File: src/rtl/sdp_ram_pkg.sv
`default_nettype none
// +----------------------------------------------------------------------+
// | Module   : sdp_ram_pkg                                               |
// | Brief    : Shared types and helpers for the byte-enabled SDP RAM.    |
// | Revision : 1.0 - initial release                                     |
// +----------------------------------------------------------------------+
package sdp_ram_pkg;

    typedef enum logic {
        INIT = 1'b0,
        RUN  = 1'b1
    } ram_state_e;

    localparam int RDW_OLD = 0;
    localparam int RDW_NEW = 1;

    function automatic logic [7:0] byte_merge(input logic [7:0] old_byte,
                                              input logic [7:0] new_byte,
                                              input logic       be);
        return be ? new_byte : old_byte;
    endfunction

endpackage
`default_nettype wire

File: src/rtl/sdp_ram_be_if.sv
`default_nettype none
// +----------------------------------------------------------------------+
// | Module   : sdp_ram_be_if                                             |
// | Brief    : Write/read request and response bundle of the SDP RAM.    |
// | Revision : 1.0 - initial release                                     |
// +----------------------------------------------------------------------+
interface sdp_ram_be_if #(
    parameter int DATA_WIDTH = 32,
    parameter int ADDR_WIDTH = 6
);
    localparam int BE_WIDTH = DATA_WIDTH / 8;

    logic                  wr_en;
    logic [ADDR_WIDTH-1:0] wr_addr;
    logic [DATA_WIDTH-1:0] wr_data;
    logic [BE_WIDTH-1:0]   wr_be;
    logic                  rd_en;
    logic [ADDR_WIDTH-1:0] rd_addr;
    logic [DATA_WIDTH-1:0] rd_data;
    logic                  rd_valid;
    logic                  init_busy;

    modport master (
        output wr_en, wr_addr, wr_data, wr_be, rd_en, rd_addr,
        input  rd_data, rd_valid, init_busy
    );

    modport slave (
        input  wr_en, wr_addr, wr_data, wr_be, rd_en, rd_addr,
        output rd_data, rd_valid, init_busy
    );
endinterface
`default_nettype wire

File: src/rtl/sdp_ram_rd_pipe.sv
`default_nettype none
// +----------------------------------------------------------------------+
// | Module   : sdp_ram_rd_pipe                                           |
// | Brief    : LATENCY-deep {valid,data} delay line, flushed by rst.     |
// | Revision : 1.0 - initial release                                     |
// +----------------------------------------------------------------------+
module sdp_ram_rd_pipe #(
    parameter int DATA_WIDTH = 32,
    parameter int LATENCY    = 1
) (
    input  wire logic                  clk,
    input  wire logic                  rst,
    input  wire logic                  i_valid,
    input  wire logic [DATA_WIDTH-1:0] i_data,
    output logic                       o_valid,
    output logic [DATA_WIDTH-1:0]      o_data
);
    logic [LATENCY-1:0]    valid_q, valid_d;
    logic [DATA_WIDTH-1:0] data_q [LATENCY];
    logic [DATA_WIDTH-1:0] data_d [LATENCY];

    // Data stages only load on a valid beat so the output holds its last result.
    always_comb begin
        valid_d[0] = i_valid;
        data_d[0]  = i_valid ? i_data : data_q[0];
        for (int s = 1; s < LATENCY; s++) begin
            valid_d[s] = valid_q[s-1];
            data_d[s]  = valid_q[s-1] ? data_q[s-1] : data_q[s];
        end
    end

    always_ff @(posedge clk) begin
        if (rst) begin
            valid_q <= '0;
            for (int s = 0; s < LATENCY; s++) data_q[s] <= '0;
        end else begin
            valid_q <= valid_d;
            for (int s = 0; s < LATENCY; s++) data_q[s] <= data_d[s];
        end
    end

    assign o_valid = valid_q[LATENCY-1];
    assign o_data  = data_q[LATENCY-1];
endmodule
`default_nettype wire

File: src/rtl/sdp_ram_be.sv
`default_nettype none
// +----------------------------------------------------------------------+
// | Module   : sdp_ram_be                                                |
// | Brief    : Simple dual-port RAM, byte enables, hardware zero-init.   |
// | Revision : 1.0 - initial release                                     |
// +----------------------------------------------------------------------+
module sdp_ram_be
    import sdp_ram_pkg::*;
#(
    parameter int DATA_WIDTH   = 32,
    parameter int ADDR_WIDTH   = 6,
    parameter int DEPTH        = 2**ADDR_WIDTH,
    parameter int READ_LATENCY = 1,
    parameter int RDW_MODE     = 0
) (
    input  wire logic  clk,
    input  wire logic  rst,
    sdp_ram_be_if.slave bus
);
    localparam int                  c_num_bytes = DATA_WIDTH / 8;
    localparam logic [ADDR_WIDTH:0] c_depth_ext = (ADDR_WIDTH+1)'(DEPTH);
    localparam logic [ADDR_WIDTH-1:0] c_last_addr = ADDR_WIDTH'(DEPTH - 1);

    if (DATA_WIDTH % 8 != 0) begin : g_chk_dw
        $error("sdp_ram_be: DATA_WIDTH must be a multiple of 8");
    end
    if (DEPTH < 1 || DEPTH > 2**ADDR_WIDTH) begin : g_chk_depth
        $error("sdp_ram_be: DEPTH must lie in 1..2**ADDR_WIDTH");
    end
    if (READ_LATENCY != 1 && READ_LATENCY != 2) begin : g_chk_lat
        $error("sdp_ram_be: READ_LATENCY must be 1 or 2");
    end
    if (RDW_MODE != RDW_OLD && RDW_MODE != RDW_NEW) begin : g_chk_rdw
        $error("sdp_ram_be: RDW_MODE must be 0 or 1");
    end

    ram_state_e            state_q, state_d;
    logic [ADDR_WIDTH-1:0] cnt_q, cnt_d;
    logic                  init_busy_q, init_busy_d;

    logic [DATA_WIDTH-1:0] mem [DEPTH];

    logic                   mem_we;
    logic [ADDR_WIDTH-1:0]  mem_waddr;
    logic [DATA_WIDTH-1:0]  mem_wdata;
    logic [c_num_bytes-1:0] mem_wbe;
    logic                   wr_in_range, rd_in_range, rd_accept, rdw_hit;
    logic [DATA_WIDTH-1:0]  rd_old, rd_word;

    always_comb begin
        state_d = state_q;
        cnt_d   = cnt_q;
        if (state_q == INIT) begin
            cnt_d = cnt_q + ADDR_WIDTH'(1);
            if (cnt_q == c_last_addr) begin
                state_d = RUN;
                cnt_d   = '0;
            end
        end
        init_busy_d = (state_d == INIT);
    end

    always_ff @(posedge clk) begin
        if (rst) begin
            state_q     <= INIT;
            cnt_q       <= '0;
            init_busy_q <= 1'b1;
        end else begin
            state_q     <= state_d;
            cnt_q       <= cnt_d;
            init_busy_q <= init_busy_d;
        end
    end

    assign wr_in_range = {1'b0, bus.wr_addr} < c_depth_ext;
    assign rd_in_range = {1'b0, bus.rd_addr} < c_depth_ext;

    // The zero-fill sequence borrows the write port while INIT owns the array.
    always_comb begin
        if (state_q == INIT) begin
            mem_we    = !rst;
            mem_waddr = cnt_q;
            mem_wdata = '0;
            mem_wbe   = '1;
        end else begin
            mem_we    = !rst && bus.wr_en && wr_in_range;
            mem_waddr = bus.wr_addr;
            mem_wdata = bus.wr_data;
            mem_wbe   = bus.wr_be;
        end
    end

    always_ff @(posedge clk) begin
        if (mem_we) begin
            for (int i = 0; i < c_num_bytes; i++) begin
                if (mem_wbe[i]) mem[mem_waddr][8*i +: 8] <= mem_wdata[8*i +: 8];
            end
        end
    end

    assign rd_accept = !rst && (state_q == RUN) && bus.rd_en;
    assign rd_old    = rd_in_range ? mem[bus.rd_addr] : '0;
    assign rdw_hit   = (RDW_MODE == RDW_NEW) && (state_q == RUN) && bus.wr_en
                       && wr_in_range && (bus.wr_addr == bus.rd_addr);

    for (genvar b = 0; b < c_num_bytes; b++) begin : g_rdw_merge
        assign rd_word[8*b +: 8] = rdw_hit
            ? byte_merge(rd_old[8*b +: 8], bus.wr_data[8*b +: 8], bus.wr_be[b])
            : rd_old[8*b +: 8];
    end

    sdp_ram_rd_pipe #(
        .DATA_WIDTH (DATA_WIDTH),
        .LATENCY    (READ_LATENCY)
    ) u_rd_pipe (
        .clk     (clk),
        .rst     (rst),
        .i_valid (rd_accept),
        .i_data  (rd_word),
        .o_valid (bus.rd_valid),
        .o_data  (bus.rd_data)
    );

    assign bus.init_busy = init_busy_q;
endmodule
`default_nettype wire

File: src/flat_wrapper.sv
// flat-port wrapper written by rule: the top's interface ports become plain ports
module sdp_ram_be_flat import sdp_ram_pkg::*;
#(
    parameter int DATA_WIDTH   = 32,
    parameter int ADDR_WIDTH   = 6,
    parameter int DEPTH        = 2**ADDR_WIDTH,
    parameter int READ_LATENCY = 1,
    parameter int RDW_MODE     = 0
)
  (clk, rst, bus_wr_en, bus_wr_addr, bus_wr_data, bus_wr_be, bus_rd_en, bus_rd_addr, bus_rd_data, bus_rd_valid, bus_init_busy);
  sdp_ram_be_if #(.DATA_WIDTH(DATA_WIDTH), .ADDR_WIDTH(ADDR_WIDTH)) bus_i ();
  input  wire logic clk;
  input  wire logic rst;
  input wire logic [$bits(bus_i.wr_en)-1:0] bus_wr_en;
  input wire logic [$bits(bus_i.wr_addr)-1:0] bus_wr_addr;
  input wire logic [$bits(bus_i.wr_data)-1:0] bus_wr_data;
  input wire logic [$bits(bus_i.wr_be)-1:0] bus_wr_be;
  input wire logic [$bits(bus_i.rd_en)-1:0] bus_rd_en;
  input wire logic [$bits(bus_i.rd_addr)-1:0] bus_rd_addr;
  output wire logic [$bits(bus_i.rd_data)-1:0] bus_rd_data;
  output wire logic [$bits(bus_i.rd_valid)-1:0] bus_rd_valid;
  output wire logic [$bits(bus_i.init_busy)-1:0] bus_init_busy;
  assign bus_i.wr_en = bus_wr_en;
  assign bus_i.wr_addr = bus_wr_addr;
  assign bus_i.wr_data = bus_wr_data;
  assign bus_i.wr_be = bus_wr_be;
  assign bus_i.rd_en = bus_rd_en;
  assign bus_i.rd_addr = bus_rd_addr;
  assign bus_rd_data = bus_i.rd_data;
  assign bus_rd_valid = bus_i.rd_valid;
  assign bus_init_busy = bus_i.init_busy;
  sdp_ram_be #(.DATA_WIDTH(DATA_WIDTH), .ADDR_WIDTH(ADDR_WIDTH), .DEPTH(DEPTH), .READ_LATENCY(READ_LATENCY), .RDW_MODE(RDW_MODE)) u_core (.clk(clk), .rst(rst), .bus(bus_i));
endmodule
File: config.mk
export PLATFORM = sky130hd
export DESIGN_NAME = sdp_ram_be_flat
export DESIGN_NICKNAME = d
export VERILOG_FILES = /design/src/rtl/sdp_ram_pkg.sv /design/src/rtl/sdp_ram_be_if.sv /design/src/rtl/sdp_ram_rd_pipe.sv /design/src/rtl/sdp_ram_be.sv /design/src/flat_wrapper.sv
export SDC_FILE = /design/constraint.sdc
export NUM_CORES = 2
export LEC_CHECK = 0
export ABC_CLOCK_PERIOD_IN_PS = 2600
export CELL_PAD_IN_SITES_DETAIL_PLACEMENT = 2
export CELL_PAD_IN_SITES_GLOBAL_PLACEMENT = 2
export CORE_UTILIZATION = 45
export DETAILED_ROUTE_END_ITERATION = 12
export HOLD_SLACK_MARGIN = 0.05
export PLACE_DENSITY = 0.78
export SYNTH_ARGS = -nofsm -noshare
export SYNTH_HDL_FRONTEND = slang
export SYNTH_HIERARCHICAL = 1
export SYNTH_SLANG_ARGS = --single-unit
File: constraint.sdc
create_clock -name clk -period 2.6 [get_ports clk]
set_clock_uncertainty 0.15 [all_clocks]
set_input_delay 0.39 -clock clk [delete_from_list [all_inputs] [get_ports clk]]
set_output_delay 0.39 -clock clk [all_outputs]
set_load 0.01 [all_outputs]
==> results.sh, run 1 <==
export IMPL_synthDistinctLibCells=52
export IMPL_cts_made_buffers=214
export IMPL_io_pins=86
export IMPL_place_congestion=0.8703
export IMPL_synth_ff_latch_count=2089
export IMPL_ys_warn_count=6
export IMPL_syn_avg_cell_area_um2=20.96
export IMPL_syn_area_mm2=0.08119
export IMPL_synth_fp_nets=3927
export IMPL_cts_path_max_buffers=3
export IMPL_status="aborted with a tool error"
export IMPL_post_cts_repair_setup_buffers=10
export IMPL_place_ws_ns=-0.9598
export IMPL_root_buffer="clkbuf_16"
export IMPL_start_util_pct=45.41
export IMPL_row_count=155
export IMPL_error="[ERROR DPL-0033] detailed placement checks failed during check placement."
export IMPL_dpl_cell_count=6898
export IMPL_seq_area_frac_synth_pct=76.76
export IMPL_place_port_buffers=85
export IMPL_die_x_um=426.8
export IMPL_cts_repair_resized=97
export IMPL_h_tree_depth=4
export IMPL_dp_hpwl_um=212600
export IMPL_cts_hold_buffers=1
export IMPL_synth_top_area_cell="edfxtp_1"
export IMPL_syn_instance_count=3874
export IMPL_synthFlopType="edfxtp_1"
export IMPL_cts_sinks=2089
export IMPL_stop_stage="4_1_cts"
export IMPL_synth_edf_count=2048
export IMPL_die_h_um=426.8
export IMPL_yosysTopAreaCellShare_pct=75.74
export IMPL_synth_area_leaders="edfxtp_1 76%, mux4_2 13%, mux2_2 1.1%"
export IMPL_async_reset_ff_share_pct=0
==> logic make-up after synthesis <==
logic type,count (synthesis),share of synthesized area [%]
flip-flops,2089,76.76
multiplexers,623,15.09
AND/OR/NAND/NOR,564,3.221
AO/OA/AOI/OAI,346,3.147
buffers and inverters,249,1.749
XOR/XNOR,2,0.02158
adder cells (fa/ha/maj),1,0.01541
==> metrics by stage <==
stage	setup TNS (ns)	cell area, um2
global placement	-341.02	91510
detailed placement	-761.50	91510
floorplan	-4.462	81210
==> cells in the mapped netlist, types with 2 or more instances <==
cell type / count
a21oi_1: 30
o32ai_1: 2
edfxtp_1: 2048
nor2b_1: 34
buf_1: 36
mux2i_1: 71
o2bb2ai_1: 2
a2111oi_0: 5
nand2b_1: 11
nor2_2: 2
clkbuf_1: 68
mux4_2: 473
a21o_1: 4
nand3_1: 50
inv_1: 5
buf_6: 22
nor3_1: 108
or3_1: 2
buf_4: 51
o221ai_1: 34
a22oi_1: 104
a211oi_1: 28
nand2_1: 60
and2_1: 37
a211o_1: 2
nor2_1: 229
o21ai_0: 32
a311oi_1: 11
buf_2: 64
dfxtp_1: 41
o31a_1: 3
o22ai_1: 36
mux2_2: 79
and3_1: 21
xnor2_1: 2
a221oi_2: 5
a31oi_1: 4
a22o_1: 10
buf_12: 3
or2_2: 5
a221oi_1: 29
==> run 2, diff against run 1 <==
- ABC_CLOCK_PERIOD_IN_PS: 2600 -> 3400
- CELL_PAD_IN_SITES_DETAIL_PLACEMENT: 2 -> unset
- CELL_PAD_IN_SITES_GLOBAL_PLACEMENT: 2 -> unset
- CORE_UTILIZATION: 45 -> 40
- HOLD_SLACK_MARGIN: 0.05 -> unset
- PLACE_DENSITY: 0.78 -> unset
- PLACE_DENSITY_LB_ADDON: unset -> 0.15
- clock period: 2.6 -> 3.4 ns (I/O delays scaled with it)
==> run 2 against run 1 <==
Net effect:
- the run now ends clean
- area after synthesis did not move
- synthesized cell count did not move
==> results.sh, run 2 <==
export IMPL_grt_pass1_wl_um=335600
export IMPL_critPathCaptureType="flip-flop"
export IMPL_h_tree_depth=4
export IMPL_place_port_buffers=85
export IMPL_start_util_pct=40.21
export IMPL_grt_usage_pct=23.46
export IMPL_remaining_drc_errors=0
export IMPL_crit_arrival_ns=3.36
export IMPL_cts_hold_buffers=1
export IMPL_crit_chain="nor2b_1 > a21oi_1 > nand2_2 > buf_12 > nor3_1 > buf_4"
export IMPL_wl_per_cell_um=32.43
export IMPL_seq_area_frac_synth_pct=76.76
export IMPL_hold_viol=0
export IMPL_gr_total_overflow=0
export IMPL_syn_area_mm2=0.08119
export IMPL_max_stage_delay_ns=0.58
export IMPL_drive_above_1_share_pct=32.14
export IMPL_final_cell_mix="2048 x edfxtp_1, 517 x buf_4, 473 x mux4_2, 227 x nor2_1, 214 x clkbuf_16"
export IMPL_post_cts_repair_setup_buffers=0
export IMPL_num_vias=42270
export IMPL_die_h_um=452.5
export IMPL_final_common_cell="edfxtp_1"
export IMPL_hold_class="reg2reg"
export IMPL_power_per_cell_area_mw_per_mm2=555.3
export IMPL_grt_max_degree=65
export IMPL_max_freq_ghz=0.3394
export IMPL_synth_most_common_cell="edfxtp_1"
export IMPL_finalPower_mw=53.42
export IMPL_wl_um=239100
export IMPL_yosysTopAreaCellShare_pct=75.74
export IMPL_worst_setup_path_start_kind="flip-flop"
export IMPL_grt_pass1_vias=42490
export IMPL_dieArea_mm2=0.2048
export IMPL_synth_ff_latch_count=2089
export IMPL_syn_avg_cell_area_um2=20.96
export IMPL_synth_area_leaders="edfxtp_1 76%, mux4_2 13%, mux2_2 1.1%"
export IMPL_syn_instance_count=3874
export IMPL_p_leak_nw=32.48
export IMPL_fill_cells=16830
export IMPL_synth_fp_nets=3927
export IMPL_fin_area_mm2=0.09620
export IMPL_cp_max_fo=26
export IMPL_clk_pin_slew_worst_paths_ns=0.06
export IMPL_crit_required_ns=3.81
export IMPL_place_congestion=0.8422
export IMPL_die_x_um=452.5
export IMPL_rsz0062_at_grt="no"
export IMPL_drv_cap=0
export IMPL_setup_viol=0
export IMPL_core_area_mm2=0.2019
export IMPL_async_reset_ff_share_pct=0
export IMPL_cts_repair_resized=0
export IMPL_yosys_top_cells_count="2048 x edfxtp_1, 473 x mux4_2, 229 x nor2_1"
export IMPL_cts_made_buffers=210
export IMPL_fin_crit_ns=2.947
export IMPL_largest_reg_flops=2048
export IMPL_drtIter0Drc=4152
export IMPL_peakVddDrop_v=0.0004270
export IMPL_cts_path_max_buffers=3
export IMPL_synthFlopType="edfxtp_1"
export IMPL_dp_hpwl_um=156800
export IMPL_layout_area_overhead_vs_synth_pct=18.48
export IMPL_io_pins=86
export IMPL_drv_slew=0
export IMPL_synth_top_area_cell="edfxtp_1"
export IMPL_row_count=165
export IMPL_synth_edf_count=2048
export IMPL_drtPass1Iterations=5
export IMPL_min_period_over_period_pct=86.66
export IMPL_postRouteAntennaNets=0
export IMPL_critPathKind="reg2reg"
export IMPL_placed_area_mm2=0.08941
export IMPL_cts_tree="done"
export IMPL_num_nets_final=4567
export IMPL_antenna_found_initial=12
export IMPL_synthDistinctLibCells=52
export IMPL_clk_latency_ns=0.86
export IMPL_slew_headroom_pct=36.92
export IMPL_tightestPinTransition_ns=0.9427
export IMPL_status="complete, no violations"
export IMPL_top_register="u_core/mem"
export IMPL_root_buffer="clkbuf_16"
export IMPL_ys_warn_count=6
export IMPL_cts_sinks=2089
export IMPL_drt_vias_per_instance=5.734
export IMPL_largestRegisters="u_core/mem x2048, u_core/u_rd_pipe/data_q x32, u_core/cnt_q x6"
export IMPL_crit_slowest_cell="dfxtp_2"
==> run 2: cell counts after synthesis <==
Identical to the previous run, type by type.
==> run 2: worst max-delay path: cells and delay by family, from the launching register on <==
kind / cells / cell delay (ns)
AOI/OAI and AO/OA: 1 / 0.46
buffers and inverters: 2 / 0.52
DFF: 1 / 0.58
and+or+nand+nor: 3 / 0.89
==> run 2: power by group <==
part / total [mW] / switching, mW / internal [mW]
combinational: 2.64 / 1.57 / 1.08
sequential: 27.9 / 0.0221 / 27.9
clock: 22.8 / 9.76 / 13.1
total: 53.4 / 11.3 / 42.1
==> run 2: per-stage QoR <==
stage	utilization, %	std cells	hold slack (ns)	TNS [ns]	worst slack (ns)
floorplan	-	3874	0.3237	0	0.6138
global placement	44.28	6973	0.3394	-0.1565	-0.1565
detailed placement	44.28	6973	0.3502	-0.1634	-0.1634
CTS	47.64	7367	0.3668	0	0.3987
global route	47.64	7369	0.4253	0	0.3039
finish	47.64	7372	0.3653	0	0.4535
==> run 2: per-layer routing <==
metal / part of all wire [%] / GRT usage, % / vias to the layer above / routed length (um)
li1: - / - / 17540 / -
met1: 42 / 31.96 / 22960 / 99400
met2: 49 / 38.42 / 1437 / 117600
met3: 5.6 / 3.358 / 338 / 13440
met4: 3.6 / 8.554 / 2 / 8684
met5: 0.0029 / 0 / - / 7
==> run 2: kinds of logic after synthesis <==
kind of cell	share of synthesized area, %
AOI/OAI and AO/OA	3.147
muxes	15.09
xor gates and xnor gates	0.02158
adders and majority gates	0.01541
DFF	76.76
buffers and inverters	1.749
and+or+nand+nor	3.221
==> run 2: area by class of cell <==
class,count,area (um2),share of cell area (%)
sequential,2089,62320,64.79
multi-input combinational,1536,17580,18.28
timing repair buffer,672,6153,6.397
clock buffer,264,5603,5.824
tap,2672,3343,3.475
clock inverter,129,1161,1.207
inverter,5,18.77,0.01951
antenna,5,12.51,0.01301
==> run 2: worst paths after layout <==
path / from / endpoint / slack (ns) / depth (start not counted)
hold / removal: u_core/u_rd_pipe/data_q[0][30] / u_core/u_rd_pipe/data_q[0][30] / 0.37 / 2
hold reg to reg: u_core/u_rd_pipe/data_q[0][30] / u_core/u_rd_pipe/data_q[0][30] / 0.37 / 2
setup reg to reg: u_core/state_q / u_core/mem[11][20] / 0.45 / 6
setup / recovery: u_core/state_q / u_core/mem[11][20] / 0.45 / 6
(Power assumes the default switching activity.)
